--- config.mk ---
export PLATFORM = sky130hd
export DESIGN_NAME = dlfloat_mult_pipe
export DESIGN_NICKNAME = d
export VERILOG_FILES = /design/src/rtl/dlfloat_pkg.sv /design/src/rtl/dlfloat_round.sv /design/src/rtl/dlfloat_mult_pipe.sv
export SDC_FILE = /design/constraint.sdc
export NUM_CORES = 1
export LEC_CHECK = 0
export CAP_MARGIN = 10
export CORE_UTILIZATION = 60
export CTS_CLUSTER_SIZE = 28
export DETAILED_ROUTE_END_ITERATION = 7
export GPL_TIMING_DRIVEN = 0
export PLACE_DENSITY = 0.81
export SYNTH_ARGS = -nofsm -noshare
export SYNTH_HDL_FRONTEND = slang
export SYNTH_HIERARCHICAL = 1
export SYNTH_SLANG_ARGS = --single-unit
--- constraint.sdc ---
create_clock -name clk -period 6.44 [get_ports clk]
set_input_delay 1.288 -clock clk [delete_from_list [all_inputs] [get_ports clk]]
set_output_delay 1.288 -clock clk [all_outputs]
set_load 0.05 [all_outputs]
--- src/rtl/dlfloat_pkg.sv ---
// Shared DLfloat definitions: default format widths, special encodings,
// flag bit positions and operand classification helpers.
package dlfloat_pkg;

  localparam int DEF_EXP_W = 6;
  localparam int DEF_MAN_W = 9;
  localparam int DEF_BIAS  = 2**(DEF_EXP_W-1) - 1;

  // Bit positions inside the 3-bit flags word {invalid, overflow, underflow}
  localparam int FLAGS_W  = 3;
  localparam int FLAG_INV = 2;
  localparam int FLAG_OVF = 1;
  localparam int FLAG_UNF = 0;

  // Canonical NaN: every bit of a w-bit word set (sign included)
  function automatic logic [63:0] nan_word(input int w);
    return (64'd1 << w) - 64'd1;
  endfunction

  // Largest finite magnitude without the sign: exponent all ones, mantissa all ones minus one
  function automatic logic [63:0] max_finite(input int exp_w, input int man_w);
    return (64'd1 << (exp_w + man_w)) - 64'd2;
  endfunction

  // NaN/Inf: exponent and mantissa both all ones, sign ignored
  function automatic logic is_nan(input logic [63:0] x, input int exp_w, input int man_w);
    logic [63:0] mask;
    mask = (64'd1 << (exp_w + man_w)) - 64'd1;
    return (x & mask) == mask;
  endfunction

  // Zero (and flushed subnormals): exponent field clear, mantissa ignored
  function automatic logic is_zero(input logic [63:0] x, input int exp_w, input int man_w);
    logic [63:0] emask;
    emask = (64'd1 << exp_w) - 64'd1;
    return ((x >> man_w) & emask) == 64'd0;
  endfunction

endpackage

--- src/rtl/dlfloat_round.sv ---
// Combinational normalise, round, saturate and pack for a DLfloat significand
// product. Shared between the multiplier and the planned adder.
module dlfloat_round
  import dlfloat_pkg::*;
#(
  parameter int EXP_W = DEF_EXP_W,
  parameter int MAN_W = DEF_MAN_W,
  parameter int RNE   = 1
) (
  input  logic                      sign,
  input  logic signed [EXP_W+1:0]   exp_in,
  input  logic [2*MAN_W+1:0]        prod,
  output logic [EXP_W+MAN_W:0]      res,
  output logic                      ovf,
  output logic                      unf
);

  localparam int PW = 2*MAN_W + 2;
  localparam int FW = 2*MAN_W + 1;
  localparam int EW = EXP_W + 2;
  localparam logic signed [EW-1:0] E_ONE = EW'(1);
  localparam logic signed [EW-1:0] E_MAX = EW'((2**EXP_W) - 1);
  localparam logic [EXP_W+MAN_W-1:0] MAXF = (EXP_W+MAN_W)'(max_finite(EXP_W, MAN_W));

  logic [FW-1:0]          frac;
  logic signed [EW-1:0]   exp_n;
  logic signed [EW-1:0]   exp_r;
  logic [MAN_W-1:0]       kept;
  logic [MAN_W-1:0]       man;
  logic                   guard;
  logic                   sticky;
  logic                   inc;
  logic [MAN_W:0]         sum;

  // Normalise: product lies in [1,4); drop the leading one and align fraction bits
  always_comb begin
    if (prod[PW-1]) begin
      frac  = prod[PW-2:0];
      exp_n = exp_in + E_ONE;
    end else begin
      frac  = {prod[PW-3:0], 1'b0};
      exp_n = exp_in;
    end
  end

  // Round: RNE increments on guard when the kept LSB or any lower bit is set
  always_comb begin
    kept   = frac[FW-1 -: MAN_W];
    guard  = frac[MAN_W];
    sticky = |frac[MAN_W-1:0];
    inc    = (RNE != 0) && guard && (kept[0] || sticky);
    sum    = {1'b0, kept} + {{MAN_W{1'b0}}, inc};
    if (sum[MAN_W]) begin
      man   = '0;
      exp_r = exp_n + E_ONE;
    end else begin
      man   = sum[MAN_W-1:0];
      exp_r = exp_n;
    end
  end

  // Saturate and pack; a result that would encode as NaN clamps to max finite
  always_comb begin
    res = '0;
    ovf = 1'b0;
    unf = 1'b0;
    if (exp_r < E_ONE) begin
      unf = 1'b1;
    end else if ((exp_r > E_MAX) || ((exp_r == E_MAX) && (&man))) begin
      ovf = 1'b1;
      res = {sign, MAXF};
    end else begin
      res = {sign, exp_r[EXP_W-1:0], man};
    end
  end

endmodule

--- src/rtl/dlfloat_mult_pipe.sv ---
// Streaming DLfloat multiplier: operand capture, decode, significand multiply,
// then round/pack into a held output register. A single global advance signal
// stalls every stage together when the output is full and not being taken.
module dlfloat_mult_pipe
  import dlfloat_pkg::*;
#(
  parameter int EXP_W = DEF_EXP_W,
  parameter int MAN_W = DEF_MAN_W,
  parameter int BIAS  = 2**(EXP_W-1) - 1,
  parameter int RNE   = 1
) (
  input  logic                   clk,
  input  logic                   rst_n,
  input  logic                   in_valid,
  output logic                   in_ready,
  input  logic [EXP_W+MAN_W:0]   a,
  input  logic [EXP_W+MAN_W:0]   b,
  output logic                   out_valid,
  input  logic                   out_ready,
  output logic [EXP_W+MAN_W:0]   c,
  output logic [FLAGS_W-1:0]     flags
);

  localparam int W  = 1 + EXP_W + MAN_W;
  localparam int SW = MAN_W + 1;
  localparam int PW = 2*MAN_W + 2;
  localparam int EW = EXP_W + 2;
  localparam logic [W-1:0]         NAN_C  = W'(nan_word(W));
  localparam logic signed [EW-1:0] BIAS_S = EW'(BIAS);

  logic adv;

  logic               vld_p0, vld_p1, vld_p2;
  logic [W-1:0]       a_p0, b_p0;

  logic               sign_s1, nan_s1, zero_s1;
  logic signed [EW-1:0] exp_s1;

  logic               sign_p1, nan_p1, zero_p1;
  logic signed [EW-1:0] exp_p1;
  logic [SW-1:0]      siga_p1, sigb_p1;

  logic               sign_p2, nan_p2, zero_p2;
  logic signed [EW-1:0] exp_p2;
  logic [PW-1:0]      prod_p2;

  logic [W-1:0]       rnd_c;
  logic               rnd_ovf, rnd_unf;
  logic [W-1:0]       c_s3;
  logic [FLAGS_W-1:0] flags_s3;

  // Global advance: everything moves unless a result is waiting and refused
  always_comb begin
    adv      = !out_valid || out_ready;
    in_ready = adv;
  end

  // S1 decode: sign, biased exponent sum and special-operand detection
  always_comb begin
    sign_s1 = a_p0[W-1] ^ b_p0[W-1];
    exp_s1  = $signed({2'b00, a_p0[W-2:MAN_W]}) + $signed({2'b00, b_p0[W-2:MAN_W]}) - BIAS_S;
    nan_s1  = is_nan(64'(a_p0), EXP_W, MAN_W) || is_nan(64'(b_p0), EXP_W, MAN_W);
    zero_s1 = is_zero(64'(a_p0), EXP_W, MAN_W) || is_zero(64'(b_p0), EXP_W, MAN_W);
  end

  // S3 result select: NaN beats zero beats the rounded product
  always_comb begin
    c_s3               = rnd_c;
    flags_s3           = '0;
    flags_s3[FLAG_OVF] = rnd_ovf;
    flags_s3[FLAG_UNF] = rnd_unf;
    if (nan_p2) begin
      c_s3               = NAN_C;
      flags_s3           = '0;
      flags_s3[FLAG_INV] = 1'b1;
    end else if (zero_p2) begin
      c_s3     = '0;
      flags_s3 = '0;
    end
  end

  dlfloat_round #(
    .EXP_W (EXP_W),
    .MAN_W (MAN_W),
    .RNE   (RNE)
  ) u_round (
    .sign   (sign_p2),
    .exp_in (exp_p2),
    .prod   (prod_p2),
    .res    (rnd_c),
    .ovf    (rnd_ovf),
    .unf    (rnd_unf)
  );

  // Stage valids and the output register; reset discards everything in flight
  always_ff @(posedge clk or negedge rst_n) begin
    if (!rst_n) begin
      vld_p0    <= 1'b0;
      vld_p1    <= 1'b0;
      vld_p2    <= 1'b0;
      out_valid <= 1'b0;
      c         <= '0;
      flags     <= '0;
    end else if (adv) begin
      vld_p0    <= in_valid;
      vld_p1    <= vld_p0;
      vld_p2    <= vld_p1;
      out_valid <= vld_p2;
      if (vld_p2) begin
        c     <= c_s3;
        flags <= flags_s3;
      end
    end
  end

  // Datapath registers: capture (p0), decode (p1), multiply (p2)
  always_ff @(posedge clk) begin
    if (adv) begin
      // ---- p0: operand capture ----
      a_p0    <= a;
      b_p0    <= b;
      // ---- p1: decoded operands ----
      sign_p1 <= sign_s1;
      exp_p1  <= exp_s1;
      nan_p1  <= nan_s1;
      zero_p1 <= zero_s1;
      siga_p1 <= {1'b1, a_p0[MAN_W-1:0]};
      sigb_p1 <= {1'b1, b_p0[MAN_W-1:0]};
      // ---- p2: significand product ----
      sign_p2 <= sign_p1;
      exp_p2  <= exp_p1;
      nan_p2  <= nan_p1;
      zero_p2 <= zero_p1;
      prod_p2 <= {{SW{1'b0}}, siga_p1} * {{SW{1'b0}}, sigb_p1};
    end
  end

endmodule
==> metrics.md, run 1 <==
| Metric | Value |
|---|---|
| Outcome | `completed` |
| Busiest grt layer | `met2` |
| Skew-Pair Late Insertion Delay | `0.42 ns` |
| DRT Pass-1 Iters | `5` |
| Initial Utilization | `62.5%` |
| Sink Count | `115` |
| Flop2flop setup slack | `0.81 ns` |
| Die width | `120 um` |
| Max_cap viols | `0` |
| Mapped Cells | `768` |
| RSZ-0062 raised after global routing | `false` |
| # port buffers | `56` |
| Die area | `14500 um2` |
| Syn_nets | `935` |
| Hold depth | `0` |
| Yosys warnings | `6` |
| Critical-path maximum fanout | `8` |
| Largest net degree at the start of global routing | `78` |
| Worst r2r path cells | `17` |
| Hold Fails Final Rpt | `0` |
| Tightest Pin Transition | `1.04 ns` |
| Critical R2R Launch | `sigb_p1[3]$_DFFE_PN_` |
| Setup CP Type | `flip-flop to flip-flop` |
| Nets | `1011` |
| Resized Gates After CTS | `0` |
| WL/cell | `17.2 um` |
| First-pass GRT wire length | `29.4 mm` |
| Post-synthesis cell type count | `67` |
| Share of layout cells above drive strength 1 | `7.82%` |
| WL final | `17.7 mm` |
| Vias per Instance | `5.72` |
| Final Max Tran Viols | `0` |
| Post-synth top flop | `edfxtp_1` |
| Ant. Diodes | `0` |
| Core area | `13500 um2` |
| # IOs | `57` |
| Initial antenna violation count | `0` |
| Worst Skew | `0.00540 ns` |
| Sequential area share after synthesis | `39.7%` |
| Vias in the first global route | `6171` |
| GRT Total Usage | `26.8%` |
| Root buffer cell | `clkbuf_16` |
| Async S/R FF share, synth | `20.0%` |
| DP HPWL | `13.2 mm` |
| Worst hold slack | `0.417 ns` |
| Die Y | `120 um` |
| Min-Delay Endpoint | `exp_p2[1]$_DFFE_PN_` |
| Post-route cell area | `9780 um2` |
| Hold Crit Class | `flip-flop to flip-flop` |
| CP endpoint kind | `flip-flop` |
| Iteration-0 DRC count of the detailed router | `485` |
| Synth top area cells | `edfxtp_1 33%, fa_1 15%, ha_1 10%` |
| Number of synthesized register bits | `115` |
| Post-CTS setup buffer count | `0` |
| Vias | `5913` |
| Total gr overflow | `0` |
| Yosys top cell area share | `32.8%` |
| Post-synth top area cell | `edfxtp_1` |
| Crit path DAT | `5.80 ns` |
| Met2 Use GR | `43.9%` |
| Worst hold path startpoint | `exp_p1[1]$_DFFE_PN_` |
| CP required | `6.61 ns` |
| Synth Cell Area | `8410 um2` |
| Clk slew on worst S/H paths | `0.06 ns` |
| Clock buffer depth | `2` |
| Synthesized area per cell | `11.0 um2` |
| Fmax | `178 MHz` |
| H-tree depth | `4` |
| Final Cycle Share | `87.4%` |
| Commonest cells in the netlist | `92 x edfxtp_1, 92 x inv_1, 68 x ha_1` |
| M1 GR Usage | `34.1%` |
| Worst r2r dst | `prod_p2[18]$_DFFE_PN_` |
| Startpoint type of the worst setup path | `flip-flop` |
| Dpl cell area | `9220 um2` |
| Post-layout min period | `5.63 ns` |
| Hold buffers post-CTS | `0` |
| CTS tree | `done` |
| Area growth syn-to-layout | `16.3%` |
| Final setup viols | `0` |
| Slew headroom | `30.5%` |
| Routing usage on met3 | `6.37%` |
| Residual DRC | `0` |
| Final ANT Viol Nets | `0` |
| Clock buffer count from CTS | `17` |
| Row cnt | `42` |
| EDFF count, synth | `92` |
| Gpl congestion | `0.892` |
## per-layer routing
metal | vias up | wire (um) | part of all wire (%)
li1 | 2799 | - | -
met1 | 2858 | 7600 | 43
met2 | 217 | 8640 | 49
met3 | 39 | 1070 | 6.0
met4 | 0 | 430 | 2.4
met5 | - | 0 | 0
## through the flow
stage               instances  setup TNS [ns]  worst slack (ns)  util, %
finish                   1033               0             0.811     72.7
CTS                      1033               0             0.825     72.7
detailed placement       1001               0             0.836     68.6
global route             1033               0             0.596     72.7
floorplan                 768               0             0.739        -
global placement         1000           -2.59             -1.35     68.3
## critical path, cell delays in order, from the launching register on
cell      delay, ns
edfxtp_1       0.33
clkbuf_1       0.40
nand2_1        0.16
fa_1           0.55
inv_1          0.05
fa_1           0.45
ha_1           0.33
fa_1           0.53
inv_1          0.05
fa_1           0.53
inv_1          0.05
ha_1           0.37
a21o_1         0.22
a221o_1        0.44
o311a_4        0.35
o32ai_4        0.30
o21ai_2        0.09
xor2_1         0.14
## worst max-delay path by stage
stage                                 end            startpoint
floorplan                        in_ready             out_ready
global placement                 in_ready             out_ready
detailed placement  prod_p2[18]$_DFFE_PN_  sigb_p1[3]$_DFFE_PN_
CTS                 prod_p2[18]$_DFFE_PN_  sigb_p1[3]$_DFFE_PN_
global route        prod_p2[18]$_DFFE_PN_  sigb_p1[3]$_DFFE_PN_
finish              prod_p2[18]$_DFFE_PN_  sigb_p1[3]$_DFFE_PN_
## area by class of cell
cell class,instances,area [um2]
Tap cell,176,220
Multi-Input combinational cell,527,4580
Sequential cell,115,3340
Inverter,94,353
Clock buffer,19,433
Buffer,32,148
Clock inverter,13,125
Timing Repair Buffer,57,588
Fill cell,954,3670
## logic make-up (layout without fill, tap and decap cells)
family | count (synthesis) | count (layout) | synth area share [%]
flops | 115 | 115 | 39.7
xor+xnor | 43 | 43 | 4.57
mux | 17 | 17 | 2.13
simple gates | 215 | 215 | 12.9
buf+inv | 126 | 215 | 5.91
fa+ha+maj | 131 | 131 | 25.1
compound gates | 121 | 121 | 9.67
## flip-flops by register name (all words and copies together), names as in the netlist
signal	cells
prod_p2	20
a_p0	16
b_p0	16
c	16
siga_p1	9
sigb_p1	9
exp_p1	8
exp_p2	8
flags	3
nan_p1	1
nan_p2	1
out_valid	1
sign_p1	1
sign_p2	1
vld_p0	1
vld_p1	1
vld_p2	1
zero_p1	1
zero_p2	1
## layout by cell type (no fill, tap or decap), types with 3 or more instances in the layout
cell type        netlist  final
clkdlybuf4s50_1        0     56
clkinv_4               0      3
a21oi_1               53     53
nor3b_1                5      5
clkbuf_1              21     22
and3_1                 3      3
o21bai_1               4      4
edfxtp_1              92     92
o21ai_1                8      8
nor3_1                 4      4
xnor2_1               24     24
mux2i_1               10     10
a21o_1                12     12
inv_6                  0      5
ha_1                  68     68
nor2b_1                3      3
o21ai_2                8      8
nand4_1               17     17
dfrtp_1               23     23
mux2_2                 3      3
nand2_1               65     65
or4_1                  6      6
a21boi_0               3      3
nand2b_1               9      9
mux2_1                 4      4
inv_1                 92     92
and2_1                26     26
nand3_1               12     12
fa_1                  63     63
xor2_1                18     18
buf_2                  5      5
clkbuf_16              0     17
o21ai_0                7      7
nor4_1                 5      5
nor2_1                49     49
Power of run 1 is not shown: default switching activity piles up to over one toggle a cycle in this logic, so the estimate is an artifact.
==> inputs of run 2 (changes only) <==
==> constraint.sdc (replaced) <==
create_clock -name clk -period 6.25 [get_ports clk]
set_input_delay 1.25 -clock clk [delete_from_list [all_inputs] [get_ports clk]]
set_output_delay 1.25 -clock clk [all_outputs]
set_load 0.05 [all_outputs]
==> results of run 2 <==
Same layout as run 1 (identical final DEF). Status: completed.
Among the figures that moved: setup slack after placement 0.836 ns -> 0.646 ns; setup slack after layout 0.811 ns -> 0.621 ns; register-to-register setup slack 0.81 ns -> 0.62 ns
Power of run 2 is left out for the same reason.
==> inputs of run 3 (changes only) <==
--- a/config.mk
+++ b/config.mk
@@ -6,11 +6,13 @@
 export NUM_CORES = 1
 export LEC_CHECK = 0
 export CAP_MARGIN = 10
-export CORE_UTILIZATION = 60
+export CORE_UTILIZATION = 55
+export CTS_CLUSTER_DIAMETER = 100
 export CTS_CLUSTER_SIZE = 28
 export DETAILED_ROUTE_END_ITERATION = 7
 export GPL_TIMING_DRIVEN = 0
-export PLACE_DENSITY = 0.81
+export PLACE_DENSITY = 0.75
+export REMOVE_ABC_BUFFERS = 1
 export SYNTH_ARGS = -nofsm -noshare
 export SYNTH_HDL_FRONTEND = slang
 export SYNTH_HIERARCHICAL = 1
==> run 3 against run 2 <==
Net effect: the flow now finishes with violations (design-rule violations); critical path depth decreased by 1; flip-flop and latch count unchanged; register-to-register slack improved by 0.30 ns; non-clock buffer count fell by 32; die area grew 8.9%; sequential share of layout area is 0.31 points higher; largest cell class unchanged.
==> metrics.md, run 3 (synthesized netlist as in run 1, its figures left out) <==
| Metric | Value |
|---|---|
| Multi-input logic area | `4580 um2 (+0.16%)` |
| Sum of negative setup slack | `0 ns (unchanged)` |
| DP HPWL | `12.0 mm (-9.3%)` |
| Gpl congestion | `0.906 (+1.5%)` |
| GRT Total Usage | `22.1% (-4.6 points)` |
| Die width | `126 um (+4.4%)` |
| Dpl cell area | `9090 um2 (-1.4%)` |
| Startpoint type of the worst setup path | `flip-flop` |
| Filler instances | `1118 (+17%)` |
| H-tree depth | `4 (unchanged)` |
| # IOs | `57 (unchanged)` |
| Fmax | `188 MHz (+5.6%)` |
| Resized Gates After CTS | `0 (unchanged)` |
| Initial Utilization | `57.0% (-5.5 points)` |
| Reg with most FFs | `prod_p2` |
| Critical-path maximum fanout | `10 (+2)` |
| Sink Count | `115 (unchanged)` |
| # port buffers | `56 (unchanged)` |
| Vias in the first global route | `6010 (-2.6%)` |
| Max reg flops | `20 (unchanged)` |
| Iteration-0 DRC count of the detailed router | `264 (-46%)` |
| Final setup viols | `0 (unchanged)` |
| Initial antenna violation count | `0 (unchanged)` |
| Outcome | `finished with violations` |
| Root buffer cell | `clkbuf_16` |
| Row cnt | `44 (+4.8%)` |
| Hold Crit Class | `flip-flop to flip-flop` |
| Final Cycle Share | `85.3%` |
| Core area | `14800 um2 (+9.7%)` |
| Leading cell types in the layout, fill and taps excluded | `92 x inv_1, 92 x edfxtp_1, 68 x ha_1, 65 x nand2_1, 63 x fa_1` |
| Largest net degree at the start of global routing | `68 (-13%)` |
| Crit path DAT | `5.48 ns (-0.32 ns)` |
| Clock buffer count from CTS | `17 (unchanged)` |
| Final ANT Viol Nets | `0 (unchanged)` |
| Die Y | `126 um (+4.4%)` |
| RSZ-0062 raised after global routing | `false` |
| Share of layout cells above drive strength 1 | `6.42% (-1.4 points)` |
| Post-CTS setup buffer count | `0 (unchanged)` |
| Post-route cell area | `9690 um2 (-0.91%)` |
| Post-layout min period | `5.33 ns` |
| WL/cell | `15.5 um (-9.7%)` |
| Hold Fails Final Rpt | `0 (unchanged)` |
| First-pass GRT wire length | `27.5 mm (-6.6%)` |
| CP endpoint kind | `flip-flop` |
| Clk slew on worst S/H paths | `0.05 ns (about the same)` |
| Setup CP Type | `flip-flop to flip-flop` |
| CP required | `6.40 ns` |
| WL final | `15.7 mm (-12%)` |
| Ant. Diodes | `0 (unchanged)` |
| Residual DRC | `2 (+2)` |
| Vias per Instance | `5.53 (-3.4%)` |
| Clock buffer depth | `2 (unchanged)` |
| Tightest Pin Transition | `1.11 ns (+0.0725 ns)` |
| Final Max Tran Viols | `0 (unchanged)` |
| Vias | `5581 (-5.6%)` |
| Area taken by flip-flops and latches | `3340 um2 (unchanged)` |
| Skew-Pair Late Insertion Delay | `0.41 ns (about the same)` |
| Total gr overflow | `0 (unchanged)` |
| CTS tree | `done` |
| Nets | `979 (-3.2%)` |
| Hold buffers post-CTS | `0 (unchanged)` |
| Area growth syn-to-layout | `15.2%` |
| Slew headroom | `25.9% (-4.6 points)` |
| Die area | `15800 um2 (+8.9%)` |
| DRT Pass-1 Iters | `6 (+1)` |
| Failing checks | `design-rule violations` |
| Max_cap viols | `0 (unchanged)` |
| Worst Skew | `0.0161 ns (+0.0107 ns)` |
-- run 3: changes by cell type in the layout (fill, tap and decap cells not counted), sizes merged --
cell	change
clkbuf	-22
clkinv	+2
buf	-9
clkinvlp	-1
inv	-5
bufinv	+3
-- run 3: per-layer routing --
layer	global-route usage [%]	share of wire [%]	vias to the layer above
met5	0	0	-
met4	9.33	2.4	0
met3	5.01	4.7	24
met2	38.8	50	138
met1	26.3	43	2697
li1	-	-	2722
-- run 3: path summary, 6_finish.rpt --
kind / to / slack [ns] / from / cells past startpoint
min in group asynchronous: flags[2]$_DFFE_PN0P_ / 1.39 / rst_n / 1
max reg2reg: prod_p2[18]$_DFFE_PN_ / 0.92 / sigb_p1[2]$_DFFE_PN_ / 16
min reg2reg: zero_p2$_DFFE_PN_ / 0.42 / zero_p1$_DFFE_PN_ / 0
min: zero_p2$_DFFE_PN_ / 0.42 / zero_p1$_DFFE_PN_ / 0
max: prod_p2[18]$_DFFE_PN_ / 0.92 / sigb_p1[2]$_DFFE_PN_ / 16
max in group asynchronous: c[8]$_DFFE_PN0P_ / 4.27 / rst_n / 1
-- run 3: layout make-up --
| cell class | instances | share of cell area, % |
|---|---|---|
| clock buffers | 20 | 4.50 |
| flip-flops and latches | 115 | 34.4 |
| multi-input cells | 527 | 47.3 |
| well taps | 184 | 2.38 |
| repair buffers | 57 | 6.07 |
| clock inverters | 12 | 1.68 |
| inverters | 94 | 3.64 |
-- run 3: worst max-delay path: stages (launching register included) --
cell	delay, ns
edfxtp_1	0.58
nand2_1	0.13
fa_1	0.51
inv_1	0.05
fa_1	0.45
ha_1	0.33
fa_1	0.53
inv_1	0.05
fa_1	0.52
inv_1	0.04
ha_1	0.35
a21o_1	0.22
a221o_1	0.42
o311a_4	0.35
o32ai_4	0.30
o21ai_2	0.09
xor2_1	0.14
-- run 3: stage by stage --
stage          worst slack, ns  instances  utilization [%]  hold slack [ns]
2_1_floorplan            0.842        736                -            0.400
3_3_place_gp            -0.928        976             61.4            0.409
3_5_place_dp             0.938        977             61.6            0.408
4_1_cts                  0.892       1009             65.7            0.419
5_1_grt                  0.652       1009             65.7            0.424
6_report                 0.918       1009             65.7            0.417
Power of run 3 is left out for the same reason.
